**src/rtl/lcd1602_text_buf_if.sv**
```systemverilog
// Write/clear bus into lcd1602_text_buf: one cell write per cycle, clear request
// pulse, and the busy status back to the bus side.
interface lcd1602_text_buf_if;
  logic       wr_en;
  logic [4:0] wr_addr;
  logic [7:0] wr_data;
  logic       clr_req;
  logic       busy;

  modport master (output wr_en, output wr_addr, output wr_data, output clr_req, input busy);
  modport slave  (input wr_en, input wr_addr, input wr_data, input clr_req, output busy);
endinterface

```
**src/rtl/lcd1602_text_buf.sv**
```systemverilog
// 32-cell text frame buffer with dirty tracking; replays changed cells to lcd1602_ctrl
// as paced one-cycle pulses. Option macro: LCD1602_TEXT_BUF_SKIPCUR_EN (skip redundant cursor moves).
module lcd1602_text_buf #(
  parameter int unsigned GAP_CYCLES = 250010,
  parameter int unsigned CNT_W      = 18
) (
  input  logic              Clk,
  input  logic              Rst_n,
  lcd1602_text_buf_if.slave bus,
  input  logic              init_done,
  output logic [4:0]        Pos,
  output logic              Set_Cursor,
  output logic [7:0]        Data,
  output logic              Set_Data,
  output logic              Clr_Screen
);
  // state  | meaning
  // IDLE   | nothing to send, or controller not initialised
  // SCAN   | walk ptr looking for clear request or dirty cell
  // CLR    | Clr_Screen pulse, wipe buffer
  // CUR    | Set_Cursor pulse at ptr
  // DAT    | Set_Data pulse with buf[ptr]
  // WAIT   | pacing gap, then return target
  typedef enum logic [2:0] {S_IDLE, S_SCAN, S_CLR, S_CUR, S_DAT, S_WAIT} state_t;

  localparam logic [CNT_W-1:0] GAP = CNT_W'(GAP_CYCLES);

  state_t             state_q, state_d;
  state_t             ret_q, ret_d;
  logic [CNT_W-1:0]   cnt_q, cnt_d;
  logic [4:0]         ptr_q, ptr_d;
  logic [7:0]         buf_q [32];
  logic [7:0]         buf_d [32];
  logic [31:0]        dirty_q, dirty_d;
  logic               clr_pend_q, clr_pend_d;
  logic [4:0]         pos_q, pos_d;
  logic [7:0]         data_q, data_d;
  logic               set_cur_q, set_cur_d;
  logic               set_dat_q, set_dat_d;
  logic               clr_scr_q, clr_scr_d;
  logic               skip;
`ifdef LCD1602_TEXT_BUF_SKIPCUR_EN
  logic [4:0]         cur_pos_q, cur_pos_d;
  logic               cur_valid_q, cur_valid_d;
`endif

  always_comb begin
    state_d    = state_q;
    ret_d      = ret_q;
    cnt_d      = cnt_q;
    ptr_d      = ptr_q;
    buf_d      = buf_q;
    dirty_d    = dirty_q;
    clr_pend_d = clr_pend_q;
    pos_d      = pos_q;
    data_d     = data_q;
    skip       = 1'b0;
`ifdef LCD1602_TEXT_BUF_SKIPCUR_EN
    cur_pos_d   = cur_pos_q;
    cur_valid_d = cur_valid_q;
    skip        = cur_valid_q && (cur_pos_q == ptr_q);
`endif

    case (state_q)
      S_IDLE: begin
        if (init_done && (clr_pend_q || (|dirty_q))) state_d = S_SCAN;
      end
      S_SCAN: begin
        if (clr_pend_q) begin
          state_d = S_CLR;
        end else if (dirty_q[ptr_q]) begin
          state_d = skip ? S_DAT : S_CUR;
        end else begin
          ptr_d = ptr_q + 5'd1;
          if (dirty_q == 32'd0) state_d = S_IDLE;
        end
      end
      S_CLR: begin
        for (int i = 0; i < 32; i++) buf_d[i] = 8'h20;
        dirty_d    = 32'd0;
        clr_pend_d = 1'b0;
`ifdef LCD1602_TEXT_BUF_SKIPCUR_EN
        cur_pos_d   = 5'd0;
        cur_valid_d = 1'b1;
`endif
        state_d = S_WAIT;
        ret_d   = S_SCAN;
        cnt_d   = GAP;
      end
      S_CUR: begin
        state_d = S_WAIT;
        ret_d   = S_DAT;
        cnt_d   = GAP;
      end
      S_DAT: begin
        dirty_d[ptr_q] = 1'b0;
`ifdef LCD1602_TEXT_BUF_SKIPCUR_EN
        // LCD DDRAM address does not run from column 15 into line 2
        if (ptr_q[3:0] != 4'hF) begin
          cur_pos_d   = ptr_q + 5'd1;
          cur_valid_d = 1'b1;
        end else begin
          cur_valid_d = 1'b0;
        end
`endif
        ptr_d   = ptr_q + 5'd1;
        state_d = S_WAIT;
        ret_d   = S_SCAN;
        cnt_d   = GAP;
      end
      S_WAIT: begin
        if (cnt_q == '0) state_d = ret_q;
        else             cnt_d   = cnt_q - 1'b1;
      end
      default: state_d = S_IDLE;
    endcase

    // bus writes land last so they override a same-cycle clear or DAT
    if (bus.clr_req) clr_pend_d = 1'b1;
    if (bus.wr_en) begin
      buf_d[bus.wr_addr]   = bus.wr_data;
      dirty_d[bus.wr_addr] = 1'b1;
    end

    set_cur_d = (state_d == S_CUR);
    set_dat_d = (state_d == S_DAT);
    clr_scr_d = (state_d == S_CLR);
    if (state_d == S_CUR) pos_d = ptr_q;
    // forward a write landing on the same edge so the sent value is never stale
    if (state_d == S_DAT)
      data_d = (bus.wr_en && (bus.wr_addr == ptr_q)) ? bus.wr_data : buf_q[ptr_q];
  end

  always_ff @(posedge Clk or negedge Rst_n) begin
    if (!Rst_n) begin
      state_q    <= S_IDLE;
      ret_q      <= S_SCAN;
      cnt_q      <= '0;
      ptr_q      <= 5'd0;
      for (int i = 0; i < 32; i++) buf_q[i] <= 8'h20;
      dirty_q    <= 32'd0;
      clr_pend_q <= 1'b0;
      pos_q      <= 5'd0;
      data_q     <= 8'h00;
      set_cur_q  <= 1'b0;
      set_dat_q  <= 1'b0;
      clr_scr_q  <= 1'b0;
    end else begin
      state_q    <= state_d;
      ret_q      <= ret_d;
      cnt_q      <= cnt_d;
      ptr_q      <= ptr_d;
      buf_q      <= buf_d;
      dirty_q    <= dirty_d;
      clr_pend_q <= clr_pend_d;
      pos_q      <= pos_d;
      data_q     <= data_d;
      set_cur_q  <= set_cur_d;
      set_dat_q  <= set_dat_d;
      clr_scr_q  <= clr_scr_d;
    end
  end

`ifdef LCD1602_TEXT_BUF_SKIPCUR_EN
  always_ff @(posedge Clk or negedge Rst_n) begin
    if (!Rst_n) begin
      cur_pos_q   <= 5'd0;
      cur_valid_q <= 1'b0;
    end else begin
      cur_pos_q   <= cur_pos_d;
      cur_valid_q <= cur_valid_d;
    end
  end
`endif

  assign Pos        = pos_q;
  assign Data       = data_q;
  assign Set_Cursor = set_cur_q;
  assign Set_Data   = set_dat_q;
  assign Clr_Screen = clr_scr_q;
  assign bus.busy   = (state_q != S_IDLE) || clr_pend_q || (|dirty_q);
endmodule
```
**src/flat_wrapper.sv**
```systemverilog
// flat-port wrapper written by rule: the top's interface ports become plain ports
module lcd1602_text_buf_flat 
#(
  parameter int unsigned GAP_CYCLES = 250010,
  parameter int unsigned CNT_W      = 18
)
  (Clk, Rst_n, init_done, Pos, Set_Cursor, Data, Set_Data, Clr_Screen, bus_wr_en, bus_wr_addr, bus_wr_data, bus_clr_req, bus_busy);
  lcd1602_text_buf_if bus_i ();
  input  logic Clk;
  input  logic Rst_n;
  input  logic init_done;
  output logic [4:0] Pos;
  output logic Set_Cursor;
  output logic [7:0] Data;
  output logic Set_Data;
  output logic Clr_Screen;
  input wire logic [$bits(bus_i.wr_en)-1:0] bus_wr_en;
  input wire logic [$bits(bus_i.wr_addr)-1:0] bus_wr_addr;
  input wire logic [$bits(bus_i.wr_data)-1:0] bus_wr_data;
  input wire logic [$bits(bus_i.clr_req)-1:0] bus_clr_req;
  output wire logic [$bits(bus_i.busy)-1:0] bus_busy;
  assign bus_i.wr_en = bus_wr_en;
  assign bus_i.wr_addr = bus_wr_addr;
  assign bus_i.wr_data = bus_wr_data;
  assign bus_i.clr_req = bus_clr_req;
  assign bus_busy = bus_i.busy;
  lcd1602_text_buf #(.GAP_CYCLES(GAP_CYCLES), .CNT_W(CNT_W)) u_core (.Clk(Clk), .Rst_n(Rst_n), .bus(bus_i), .init_done(init_done), .Pos(Pos), .Set_Cursor(Set_Cursor), .Data(Data), .Set_Data(Set_Data), .Clr_Screen(Clr_Screen));
endmodule
```
**config.mk**
```make
export PLATFORM = sky130hd
export DESIGN_NAME = lcd1602_text_buf_flat
export DESIGN_NICKNAME = d
export VERILOG_FILES = /design/src/rtl/lcd1602_text_buf_if.sv /design/src/rtl/lcd1602_text_buf.sv /design/src/flat_wrapper.sv
export SDC_FILE = /design/constraint.sdc
export NUM_CORES = 1
export LEC_CHECK = 0
export BUFFER_PORTS_ARGS = -buffer_cell sky130_fd_sc_hd__buf_2
export CAP_MARGIN = 10
export CORE_MARGIN = 1.5
export CORE_UTILIZATION = 45
export DETAILED_ROUTE_END_ITERATION = 10
export HOLD_SLACK_MARGIN = 0.1
export PLACE_DENSITY = 0.75
export SETUP_SLACK_MARGIN = 0.3
export SLEW_MARGIN = 20
export SYNTH_ARGS = -nofsm -noshare
export SYNTH_HDL_FRONTEND = slang
export SYNTH_SLANG_ARGS = --single-unit
```
**constraint.sdc**
```tcl
create_clock -name Clk -period 2.4 [get_ports Clk]
set_input_delay 0.24 -clock Clk [delete_from_list [all_inputs] [get_ports Clk]]
set_output_delay 0.24 -clock Clk [all_outputs]
set_load 0.05 [all_outputs]
```
# Word-level counts from Yosys, hierarchy flattened
# Cells that the tools add are included.
# word_totals
regBits,334
input_bits,18
wordCells,121
# op_classes
n_addsub,2
magnitude_cmp,7
n_eq_ne,12
mux,31
bitwise,5
n_reduce_logical,21
# op_table
op,n
$mux 256,2
$bwmux 256,1
$pmux 32 s2,1
$bmux 8 s5,1
$demux 8 s5,1
$pmux 18 s2,1
$and 32x32->32,1
$logic_not 32->1,1
$mux 32,1
$mux 8,4
$not 32->32,1
$or 32x32->32,1
$reduce_or 32->1,1
$logic_not 18->1,1
$mux 18,1
$sub 18x1->18 const B,1
$mux 3,5
$eq 3x2->1 const B,4
$ge 6x6->1 const B,2
$lt 5x6->1 const B,2
$not 5->6,2
$pmux 3 s4,1
$demux 1 s5,2
$ge 5x1->1 const B,2
other kinds (20),38

# Longest topological paths before layout
# depth
ltp_word,9
ltp_mapped,10

# Worst setup path after synthesis
# No wires, ideal clock.
# synth_path
path_type,reg2reg
startpoint,register u_core.cnt_q[0]
endpoint,"register u_core.data_q[7], in the netlist u_core.Data[7]"
setup_ns,0.128
t_arrival_ns,2.320
slack_ns,-0.048
path_stages_with_launch,11
synth_period_minus_slack_ns,2.448
cell_sequence,dfrtp_1 inv_1 ha_1 or3b_2 nor4_4 nand3_2 or3_1 buf_6 buf_6 nand2_1 o31ai_2
# synth_between
elab_chain_len,4
# synth_rtl
element,line,text
from (decl),lcd1602_text_buf.sv:30,"logic [CNT_W-1:0] cnt_q, cnt_d;"
from (signal assigned),lcd1602_text_buf.sv:151,cnt_q <= cnt_d;
$logic_not 18->1,lcd1602_text_buf.sv:112,if (cnt_q == '0) state_d = ret_q;
$mux 3,lcd1602_text_buf.sv:112,
$pmux 3 s4,lcd1602_text_buf.sv:64,case (state_q)
$eq 3x3->1,lcd1602_text_buf.sv:130,if (state_d == S_DAT)
to (signal assigned),lcd1602_text_buf.sv:157,data_q <= data_d;
to (decl),lcd1602_text_buf.sv:37,"logic [7:0] data_q, data_d;"
# No other way between the ends.
# A chain may end at the register's enable or synchronous reset.

# Final worst setup path
# layout_path
startpoint,register u_core.cnt_q[0]
endpoint,register u_core.cnt_q[13]
# layout_between
elab_chain_len,3
elab_cells_between_ends,6
# layout_rtl
element,line
$sub 18x1->18 / $logic_not 18->1 (equally long branches),"lcd1602_text_buf.sv:113, lcd1602_text_buf.sv:112"
$mux 18 / $ne 2x2->1 (equally long branches),--
$pmux 18 s2 / $reduce_and 2->1 (equally long branches),--
# Several ways; a longest one is shown, not always the timed one. The select of a mux whose other input is x is not followed.

==> results.ini <==
[die]
dieHeight_um = 193
die_x_um = 193
die-area_sq_um = 37400
initial_utilization_pct = 45.8
design.core.area_sq_um = 35600
ios = 35
std_cell_rows = 69

[routing]
viasPerCell = 6.00
drt_iter0_drc = 1508
first_pass_iters = 7
final_antenna_net_count = 0
wl_per_cell_um = 20.9
num_vias = 13729
remaining_drc_errors = 0
wirelength_um = 47900

[power]
p_leak_nw = 8.11
powerDensity_nw_per_um2 = 1310
vdd_drop_max_mv = 1.12

[critical_path]
path_class = reg -> reg
start_kind = flop
crit_slowest_cell = or4_1
end_kind = flop
ff2ff_path_depth = 10
ff2ff_setup_slack_ns = 0.01
critPathMostFrequentCell = buf_4
required_ns = 2.84
arrival_ns = 2.83
max_stage_delay_ns = 0.53
endpoint = u_core.cnt_q[13]$_DFFE_PN0P_
critPathLaunch = u_core.cnt_q[0]$_DFFE_PN0P_
crit_chain = inv_2 > ha_4 > or3b_4 > nor4_4 > buf_4 > a31oi_4 > o211ai_1 > buf_4 > or4_1 > a21oi_2
cp_max_fo = 6
r2r_end = u_core.cnt_q[13]$_DFFE_PN0P_
r2r_start = u_core.cnt_q[0]$_DFFE_PN0P_

[global_routing]
gr-total-overflow = 0
grt_max_degree = 112
grt_pass1_vias = 13780
grt_use_total_pct = 25.3
antenna_found_initial = 0
grt_pass1_wl_um = 76000

[yosys]
syn_inst = 1727
ys_ff_latch = 333
synthFlopType = dfrtp_1
synth_top_area_share_pct = 46.1
synthTopCellsByArea = dfrtp_1, nand2_1, o21ai_0
synth.yosys.seq_area_share_pct = 51.4
synth-edff-count = 0
async_flop_share_pct = 100
yosys.area.top_type = dfrtp_1
synth_warnings = 0
syn-num-nets = 1750
synth.cell_area_sq_um = 16300
synth.avg_cell_area_sq_um = 9.43
synth_cell_type_count = 62

[cts]
cts.path.max_buffers = 3
cts-htree-levels = 2
cts_sinks = 333
root_buffer = clkbuf_16
cts_tree = yes
cts.clk_slew.worst_paths_ns = 0.06
cts_buffers = 37
clock_latency_ns = 0.52

[status]
status = finished, final reports clean

[flow_run]
max_cap_violations = 0

[timing]
hold_viol = 0
finalSetupTns_ns = 0
rsz0062_at_grt = true
worst_pin_slew_ns = 0.862
finalSetupViolations = 0
period_share_pct = 99.6
slew_headroom_pct = 42.5
max_clock_freq_mhz = 418
min_period_ns = 2.39
maxSlewViolCount = 0
fin_skew_ns = 0.0138

[cells_and_area]
fin_nets = 1825
drive_gt1_share_pct = 23.7
final_area_sq_um = 19500
final_core_util_pct = 54.8
area_growth_pct = 19.6
num_antenna_cells = 0

[place]
dp_hpwl_um = 29500
gp_congestion = 0.937
io_buffers = 34
placed_area_sq_um = 17300

[worst_hold_path]
hold_class = in -> reg

## cells in the mapped netlist, types with 4 or more instances
cell type  instances
nand3_1           32
nor2_1            89
or3_1             10
a21oi_1            7
buf_4              8
or3b_2             5
a22oi_1           20
nor3_1            12
inv_1              6
nand2_1          517
nand3b_1          10
nand2b_1           7
o21ai_0          302
mux2i_1           25
ha_1               5
nor2b_1           11
buf_2             17
buf_1              7
dfstp_2           33
mux4_2            63
xor2_1            11
nor4_1             9
o22ai_1           10
a221oi_1           4
mux2_2             7
o211ai_1          29
dfrtp_1          300
clkbuf_1         110
a31o_2             7
## power breakdown
group	total, W	internal, W	switching, W
combinational	0.00987	0.00460	0.00526
clock	0.00558	0.00329	0.00228
sequential	0.0101	0.00839	0.00173
total	0.0256	0.0163	0.00928
## state kept, by name, indices dropped and copies added, names as in the netlist
signal,count
u_core.Pos,5
u_core.state_q,3
u_core.dirty_q,32
u_core.ret_q,2
u_core.Clr_Screen,1
u_core.clr_pend_q,1
u_core.Set_Cursor,1
u_core.buf_q,256
u_core.cnt_q,18
u_core.Set_Data,1
u_core.ptr_q,5
u_core.Data,8
## critical path: cells and delay by family, from the launching register on
kind / cells / cell delay (ns)
buffers and inverters: 3 / 0.45
flip-flops: 1 / 0.38
AND/OR/NAND/NOR: 3 / 0.82
adder cells (fa/ha/maj): 1 / 0.16
AO/OA/AOI/OAI: 3 / 0.50
## stage by stage
stage,power (W),hold slack [ns],setup slack (ns),std cells
after floorplan,0.0155,-0.0556,0.0547,1727
after global placement,0.0182,0.263,0.0118,2169
after detailed placement,0.0186,0.265,-0.0602,2169
after CTS,0.0246,0.182,0.0429,2270
after global routing,0.0269,0.216,-0.0337,2289
final,0.0256,0.201,0.00979,2289
## cells in the final DEF (no fill, tap or decap), drive strengths merged, types with 4 or more instances in the layout
cell type and instances:
o22ai 10, a22oi 20, clkbuf 59, nor4 10, a31o 7, mux2i 25, dfrtp 300, ha 5
o211ai 29, nand3 33, or3 10, o21ai 308, a21oi 7, nand2b 7, or4 4, mux2 7
nand3b 10, dfstp 33, nor3 12, mux4 63, or3b 6, nor2 89, buf 178, o31ai 4
xor2 11, nor2b 11, a221oi 4, nand2 517, inv 7
## per-layer routing
metal | global-route usage [%] | part of all wire (%)
met5 | 0 | 0
met4 | 9.04 | 3.1
met3 | 5.67 | 8.5
met2 | 39.7 | 47
met1 | 34.6 | 41
## cell families (layout without fill, tap and decap cells)
family,count (synthesis),count (layout),synth area share (%)
xor gates and xnor gates,14,14,0.753
adders and majority gates,5,5,0.384
muxes,95,95,10.7
DFF,333,333,51.4
AOI/OAI and AO/OA,408,408,14.2
and+or+nand+nor,721,721,18.6
buffers and inverters,151,252,3.89
## cell type report
type	count	area (sq um)
tap	461	577
sequential	333	8390
clock buffer	58	1110
inverter	6	22.5
multi-input combinational	1243	7710
clock inverter	7	68.8
fill	2935	16100
timing repair buffer	181	1600
## what timing repair did
action	CTS	global route
gates cloned	1	1
pin swaps	24	30
buffers inserted	33	18
hold buffers	2	0
gates resized for setup	42	76
endpoints found under the setup margin	36	90
hold endpoints to repair	59	0
## worst min path at each step
stage | cells after the start | endpoint | start
CTS | 3 | u_core.buf_q[139]$_DFF_PN0_ | bus_wr_data[3]
global placement | 1 | u_core.cnt_q[11]$_DFFE_PN0P_ | Rst_n
floorplan | 0 | u_core.Clr_Screen$_DFF_PN0_ | Rst_n
global route | 3 | u_core.buf_q[149]$_DFF_PN1_ | bus_wr_data[5]
finish | 3 | u_core.buf_q[139]$_DFF_PN0_ | bus_wr_data[3]
detailed placement | 1 | u_core.cnt_q[5]$_DFFE_PN0P_ | Rst_n
(Power assumes the default switching activity.)
